## config.mk

```make
export PLATFORM = sky130hd
export DESIGN_NAME = logic_unit_pipe
export DESIGN_NICKNAME = d
export VERILOG_FILES = /design/src/rtl/logic_unit_pipe.sv
export SDC_FILE = /design/constraint.sdc
export NUM_CORES = 1
export LEC_CHECK = 0
export ABC_AREA = 1
export CORE_MARGIN = 2
export CORE_UTILIZATION = 40
export DETAILED_ROUTE_END_ITERATION = 8
export GPL_ROUTABILITY_DRIVEN = 0
export PLACE_DENSITY = 0.72
export SKIP_CTS_REPAIR_TIMING = 1
export SLEW_MARGIN = 0
export SYNTH_ARGS = -nofsm -noshare
export SYNTH_HDL_FRONTEND = slang
export SYNTH_SLANG_ARGS = --single-unit
```

## constraint.sdc

```tcl
create_clock -name clk -period 1.7 [get_ports clk]
set_input_delay 0.17 -clock clk [delete_from_list [all_inputs] [get_ports clk]]
set_output_delay 0.17 -clock clk [all_outputs]
set_load 0.1 [all_outputs]
```

## src/rtl/logic_unit_pipe.sv

```systemverilog
// logic_unit_pipe: registered opcode-selected bitwise unit with valid/ready handshake,
// 2-entry output FIFO and a saturating count of popped results.
module logic_unit_pipe #(
  parameter int N_BITS   = 8,
  parameter int CNT_BITS = 16
) (
  input  logic                clk,
  input  logic                reset,
  input  logic                in_valid,
  output logic                in_ready,
  input  logic [2:0]          op,
  input  logic [N_BITS-1:0]   A,
  input  logic [N_BITS-1:0]   B,
  output logic                out_valid,
  input  logic                out_ready,
  output logic [N_BITS-1:0]   Y,
  output logic                zero,
  output logic [CNT_BITS-1:0] op_count
);
  logic [1:0]        count;
  logic [N_BITS:0]   head, tail;
  logic [N_BITS-1:0] res;
  logic              push, pop;
  logic [1:0]        wr;
  always_comb begin
    res = ~A;
    case (op)
      3'b001: res = A & B;
      3'b010: res = A | B;
      3'b011: res = A ^ B;
      3'b100: res = ~(A & B);
      3'b101: res = ~(A | B);
      3'b110: res = ~(A ^ B);
      3'b111: res = A;
      default: res = ~A;
    endcase
  end
  assign in_ready  = count != 2'd2;
  assign out_valid = count != 2'd0;
  assign push      = in_valid & in_ready;
  assign pop       = out_valid & out_ready;
  // slot the new entry lands in, after any same-cycle pop has shifted the tail forward
  assign wr        = count - {1'b0, pop};
  assign {Y, zero} = head;
  always_ff @(posedge clk or negedge reset) begin
    if (!reset) begin
      count    <= '0;
      head     <= '0;
      tail     <= '0;
      op_count <= '0;
    end else begin
      count <= count + {1'b0, push} - {1'b0, pop};
      if (pop) head <= tail;
      if (push && wr == 2'd0) head <= {res, ~|res};
      if (push && wr != 2'd0) tail <= {res, ~|res};
      if (pop && ~&op_count) op_count <= op_count + CNT_BITS'(1);
    end
  end
endmodule

```

---- Word-level counts from Yosys, hierarchy flattened ----
Index checks and enable logic that the tools add are counted.
word-level totals
  flip-flop bits (word level) ............. 36
  input bits .............................. 23
  output and inout bits ................... 27
  logic and storage cells ................. 39
operators by class
  add/sub/neg operators ................... 4
  equality and inequality tests ........... 8
  muxes and demuxes ....................... 3
  bitwise operators ....................... 9
  reductions and logical operators ........ 11
operators by type and width
  operator                                             number
  one-hot mux 8 bit (7 select lines)                   1
  NOT 8 bit                                            4
  two-way mux 9 bit                                    2
  adder 16 x 1 -> 16 bit, second input constant        1
  AND reduction 16 bit                                 1
  equality test 3 bit, second input constant           4
  AND 8 bit                                            1
  OR 8 bit                                             1
  OR reduction 8 bit                                   1
  bitwise XOR 8 bit                                    1
  equality test 3 x 2 -> 1 bit, second input constant  2
  nonzero test 2 bit                                   3
  subtractor 2 x 1 -> 2 bit                            2
  equality test 3 x 1 -> 1 bit, second input constant  1
  logical AND 1 bit                                    3
  adder 2 x 1 -> 2 bit                                 1
  AND 1 bit                                            2
  logical NOT 1 bit                                    2
  logical NOT 2 bit                                    1
  != test 2 bit, second input constant                 1

---- Longest topological paths before layout ----
Gate-level depths: netlist of run 1.
  depth in word-level cells ............... 6
  gate-level depth with buffers ........... 13
  gate-level depth less buffers ........... 12

---- Worst setup path before layout of run 1 ----
OpenSTA, ideal clock, no wires.
  kind .................................... reg-to-reg
  from .................................... register op_count[0]
  to ...................................... register op_count[13]
  library setup time ...................... 0.163 ns
  arrival ................................. 2.083 ns
  data required time ...................... 1.537 ns
  slack ................................... -0.546 ns
  cell stages (with the launch flop) ...... 10
  clock period less this slack ............ 2.246 ns
  cell sequence ........................... dfrtp_1 -> ha_1 -> nand3_1 -> nor2_1 -> nand3_1 -> nand2_1 -> inv_2 -> nand3_1 -> nor2_2 -> xor2_1
on the way
  longest elaborated chain between the ends .. 3
  elaborated cells on any way between the ends .. 4
  classes of those cells .................. 1 x add/sub; 3 x reduce/logical
RTL lines
  item                                                                            line  text
  start, declared                                                                 18    output logic [CNT_BITS-1:0] op_count
  start signal, assigned                                                          56    if (pop && ~&op_count) op_count <= op_count + CNT_BITS'(1);
  parallel branches: the longest is 3 deep, another holds adder 16 x 1 -> 16 bit  --
Parallel ways; which one is timed is not known.
A chain may end at the register's enable or synchronous reset.

---- Final worst setup path of run 1 ----
  from .................................... input op[2]
  to ...................................... register head[0]
on the way
  longest elaborated chain between the ends .. 5
  elaborated cells on any way between the ends .. 11
  classes of those cells .................. 7 x eq/ne; 2 x mux; 2 x reduce/logical
RTL lines
  item                                         line  text
  start, declared                              11    input logic [2:0] op,
  equality test 3 bit (tied with other cells)  27    case (op)
  one-hot mux 8 bit (7 select lines) (*)       27
  OR reduction 8 bit (*)                       54    if (push && wr == 2'd0) head <= {res, ~|res};
  logical NOT 1 bit (*)                        54
  two-way mux 9 bit (*)                        54
  end signal, assigned                         53    if (pop) head <= tail;
  end signal, assigned                         54
  end, declared                                21    logic [N_BITS:0] head, tail;
Mark *: on every way between the ends. The rest lies on a longest branch, timed or not.

==> results of run 1 <==
[stage by stage]
step | setup TNS (ps) | instance area (µm²)
3_3_place_gp | -1097 | 4001
4_1_cts | 0 | 4083
3_5_place_dp | -1869 | 4001
2_1_floorplan | -66.45 | 2801
6_report | 0 | 4160
5_1_grt | -154.4 | 4160
[sequential cells by signal (all words and copies together), names as in the netlist]
name	cells
op_count	16
head	9
tail	9
count	2
[worst register-to-register path: cells and delay by family (launching register included)]
family	cells	cell delay, ps
and+or+nand+nor	7	830
DFF	1	470
buffers and inverters	2	210
[final cells by class]
cell class	count	area share [%]
flip-flops and latches	36	22.56
inverters	52	4.962
multi-input cells	275	39.13
repair buffers	98	29.08
well taps	77	2.316
clock inverters	1	0.1203
clock buffers	7	1.835
[Yosys cell counts, drive strengths merged]
master  count
o21ai      19
o211ai      4
nand3      30
nand4      31
nand3b     14
inv        52
xnor2       4
clkbuf      4
xor2        9
nor3        5
nand2      92
nor2       42
dfrtp      36
buf        11
ha         19
a21oi       6
[logic make-up (layout without fill, tap and decap cells)]
logic type	Yosys count	count (layout)	synth area share [%]
adders and majority gates	19	19	8.776
buffers and inverters	67	158	10.44
xor gates and xnor gates	13	13	4.203
and+or+nand+nor	214	214	37.60
DFF	36	36	33.26
AOI/OAI and AO/OA	29	29	5.728
[worst max path at each step]
stage	cells past startpoint	to	slack, ps
finish	12	head[0]	40
global route	12	head[0]	-60
CTS	11	head[0]	20
detailed placement	11	head[0]	-230
global placement	11	head[0]	-160
floorplan	10	op_count[14]	-40
[layer usage]
metal | share of wire [%] | wire (µm) | up-vias
li1 | - | - | 1418
met3 | 5.5 | 392 | 8
met2 | 50 | 3537 | 94
met5 | 0 | 0 | -
met1 | 44 | 3094 | 1314
met4 | 1.2 | 85 | 0
[power breakdown]
group / internal [mW] / leakage, nW / switching, mW / total [mW]
clock network: 0.287 / 0.0422 / 0.290 / 0.577
registers: 1.21 / 0.426 / 0.356 / 1.56
logic: 1.43 / 1.59 / 2.45 / 3.88
total: 2.92 / 2.06 / 3.10 / 6.02
==> results.yml, run 1 <==
power:
  ir_worst_vdd_uv: 787.0
  power_leakage_nw: 2.058
  total_power_mw: 6.023
  power_density_nw_per_um2: 1448
yosys:
  syn_inst: 378
  ys_ff_latch: 36
  synth_nets: 420
  synth.area.top_cells: "dfrtp_1 (33%), nand2_1 (13%), ha_1 (8.8%)"
  syn_area_per_cell_um2: 7.166
  synth_cell_types: 25
  yosysTopAreaCellShare_pct: 33.26
  netlist.top_cell.by_area: "dfrtp_1"
  yosysWarnings: 0
  synth_seq_area_share_pct: 33.26
  syn_area_um2: 2709
critical_path:
  r2r_cells: 9
  end_kind: "flip-flop"
  critPathMaxStageDelay_ps: 560
  cp_cell_sequence: "clkdlybuf4s50_1 > inv_4 > buf_12 > nand4_1 > o21ai_1 > nor2_1 > nand2_1 > nand2_1 > nand2_1 > nor2_2 > nand2_2 > a21oi_2"
  r2r_slack_ps: 80
  worst_path_max_delay_cell: "clkdlybuf4s50_1"
  start_kind: "input pin"
  arrival_ps: 1870
  crit_type: "input pin to flip-flop"
  crit_fanout: 20
  r2r_start: "op_count[6]"
  path_buf_inv: 3
  required_ps: 1920
  r2r_end: "op_count[15]"
  crit_top_cell: "nand2_1"
  critPathTopFamily: "buffers and inverters"
  critPathLaunch: "op[2]"
route:
  antenna_left: 0
  drc: 0
  via_count: 2834
  post_drt_wl_per_cell_um: 13.02
  drt-initial-drc-count: 118
  avgViaCountPerCell: 5.190
  drtPass1Iterations: 4
  totalWireLength_um: 7109
min_path:
  min_path_type: "input pin to asynchronous set/reset pin"
final_layout:
  num_antenna_cells: 0
  area_growth_pct: 53.58
  final_common_cell: "nand2_1"
  postLayoutCoreUtil_pct: 64.41
  final_cells: 546
  nFillCells: 535
  regArea_um2: 938.4
  drive_gt1_share_pct: 26.65
  nets: 510
  multiInputGateArea_um2: 1628
  final_cell_mix: "nand2_1 (87), inv_1 (48), buf_4 (42), nor2_1 (33), buf_12 (33)"
global_routing:
  grt_use_met2_pct: 34.11
  met3_usage_pct: 3.048
  gr-total-overflow: 0
  track_usage_pct: 19.73
  grt_pass1_vias: 2643
  use_met1_pct: 25.91
  grt_pass1_wl_um: 12030
  antenna_found_initial: 0
  grt-busiest-layer: "met2"
  grt_max_degree: 37
clocking:
  htree_levels: 2
  cts_tree: "done"
  cts-root-buf: "clkbuf_8"
  clock_sinks: 36
  clk_latency_ps: 280
  clk_pin_slew_ps: 70
  cts_buffer_depth: 2
  numCtsBuffers: 5
placement:
  dp_hpwl_um: 5465
  dp_slack_ps: -234.1
  port_buffers: 49
  placed_cells: 536
floorplan:
  dieArea_um2: 7446
  die_y_um: 86.29
  core_um2: 6459
  rows: 29
  start_util_pct: 41.94
  ios: 50
  die_w_um: 86.29
timing:
  hold_slack_ps: 304.8
  slew_headroom_pct: 69.71
  rsz0062_at_grt: "true"
  worst_pin_slew_ps: 454.4
  finalSetupViolCount: 0
  fin_crit_sh_pct: 97.50
  max_freq_mhz: 603.3
  clock-skew-final_ps: 1.238
  worst_slack_ps: 42.58
  finalMaxSlewViolations: 0
  finalCriticalPeriod_ps: 1657
  hold_viol_final: 0
flow_run:
  max_cap_violations: 0
status:
  outcome: "finished, final reports clean"
Note: power is estimated with default switching activity, not from simulation.
==> run 2: changes to the inputs <==
Settings changed: CTS_BUF_LIST set to sky130_fd_sc_hd__clkbuf_8, MAX_ROUTING_LAYER set to met4, REMOVE_ABC_BUFFERS set to 1.
==> run 2 against run 1 <==
Effect of this change: worst hold slack worse by 7.2 ps; clock-buffer cell count down 1; maximum frequency down 0.91%; sequential power down 7%; largest power group unchanged.
==> results.yml, run 2 (same netlist as run 1, synthesis figures left out) <==
status:
  outcome: "finished, final reports clean"
floorplan:
  core_um2: 6459
  die_y_um: 86.29
  dieArea_um2: 7446
  rows: 29
  start_util_pct: 41.94
  die_w_um: 86.29
  ios: 50
final_layout:
  num_antenna_cells: 0
  final_common_cell: "nand2_1"
  nets: 517
  max_flop_register: "op_count"
  area_growth_pct: 50.95
  largest_reg_flops: 16
  final_cell_mix: "nand2_1 (86), buf_4 (56), inv_1 (46), dfrtp_1 (35), nor2_1 (34)"
  final_cells: 553
  drive_gt1_share_pct: 25.42
  nFillCells: 559
  reg_top3: "op_count x16, head x9, tail x9"
flow_run:
  max_cap_violations: 0
route:
  via_count: 2913
  drt-initial-drc-count: 189
  drtPass1Iterations: 4
  totalWireLength_um: 7175
  post_drt_wl_per_cell_um: 12.97
  drc: 0
  avgViaCountPerCell: 5.268
  antenna_left: 0
power:
  power_leakage_nw: 2.074
  ir_worst_vdd_uv: 759.9
  power_density_nw_per_um2: 1446
timing:
  worst_pin_slew_ps: 468.4
  hold_slack_ps: 297.6
  finalSetupViolCount: 0
  fin_crit_sh_pct: 98.39
  clock-skew-final_ps: 6.823
  hold_viol_final: 0
  finalCriticalPeriod_ps: 1673
  finalMaxSlewViolations: 0
  slew_headroom_pct: 68.77
  max_freq_mhz: 597.9
critical_path:
  r2r_start: "op_count[0]"
  r2r_cells: 9
  r2r_slack_ps: 30
  crit_fanout: 4
  cp-endpoint: "op_count[4]"
  end_kind: "flip-flop"
  critPathLaunch: "op_count[0]"
  arrival_ps: 1840
  crit_type: "flip-flop to flip-flop"
  r2r_end: "op_count[4]"
  required_ps: 1870
  start_kind: "flip-flop"
global_routing:
  grt_pass1_wl_um: 11810
  track_usage_pct: 19.73
  gr-total-overflow: 0
  antenna_found_initial: 0
  grt_max_degree: 37
  grt_pass1_vias: 2718
clocking:
  clk_latency_ps: 290
  clock_sinks: 36
  cts-root-buf: "clkbuf_8"
  cts_tree: "done"
  htree_levels: 2
  numCtsBuffers: 5
  cts_buffer_depth: 2
  clk_pin_slew_ps: 70
placement:
  port_buffers: 49
  dp_hpwl_um: 5459
  placed_cells: 542
min_path:
  min_path_type: "input pin to asynchronous set/reset pin"
[run 2: cell count changes in the layout (fill, tap and decap cells not counted), moves of 3 or more]
cell     change
dfrtp_1     +15
buf_4       +14
dfrtp_2      -8
buf_12       -7
dfrtp_4      -7
inv_2        +3
[run 2: power breakdown]
part | switching (mW) | leakage, nW | total (mW) | internal, mW
combinational | 2.49 | 1.59 | 3.81 | 1.32
sequential | 0.287 | 0.444 | 1.45 | 1.17
clock | 0.321 | 0.0434 | 0.649 | 0.328
[run 2: metal layers]
metal  global-route usage, %  wire [µm]  up-vias
met1                   23.08       3084     1366
met3                   3.143        340       22
li1                        -          -     1425
met2                   34.67       3594      100
met5                       -          0        -
met4                   6.392        156        0
[run 2: worst min path at each step]
stage | from | cells after the start | endpoint
floorplan | reset | 0 | count[0]
global placement | tail[7] | 2 | tail[7]
detailed placement | tail[4] | 2 | tail[4]
CTS | reset | 2 | head[7]
global route | reset | 2 | head[5]
finish | reset | 2 | head[7]
[run 2: layout make-up]
class	count	area (µm²)	area share, %
clock inverters	2	15.01	0.3672
flip-flops and latches	36	902.1	22.06
well taps	77	96.34	2.356
inverters	52	203.9	4.988
multi-input cells	275	1612	39.41
clock buffers	6	82.58	2.020
repair buffers	105	1177	28.79
[run 2: metrics by stage]
stage	cell area, µm²	total power [mW]	setup WS, ps	setup TNS, ps	utilization (%)
after floorplan	2624	3.688	-546.0	-9121	-
after global placement	3866	5.095	-158.6	-929.8	59.86
after detailed placement	3866	5.178	-230.1	-1568	59.86
after CTS	3964	5.836	7.929	0	61.37
after global routing	4089	6.212	-60.10	-200.6	63.31
final	4089	5.913	27.37	0	63.31
[run 2: critical path: stages (launching register included)]
cell and delay (ps):
dfrtp_1 390, ha_1 220, nand3_1 120, nor2_1 70
nand3_1 80, nand2_2 80, buf_4 160, nor2_2 160
nand3_2 120, xor2_1 170
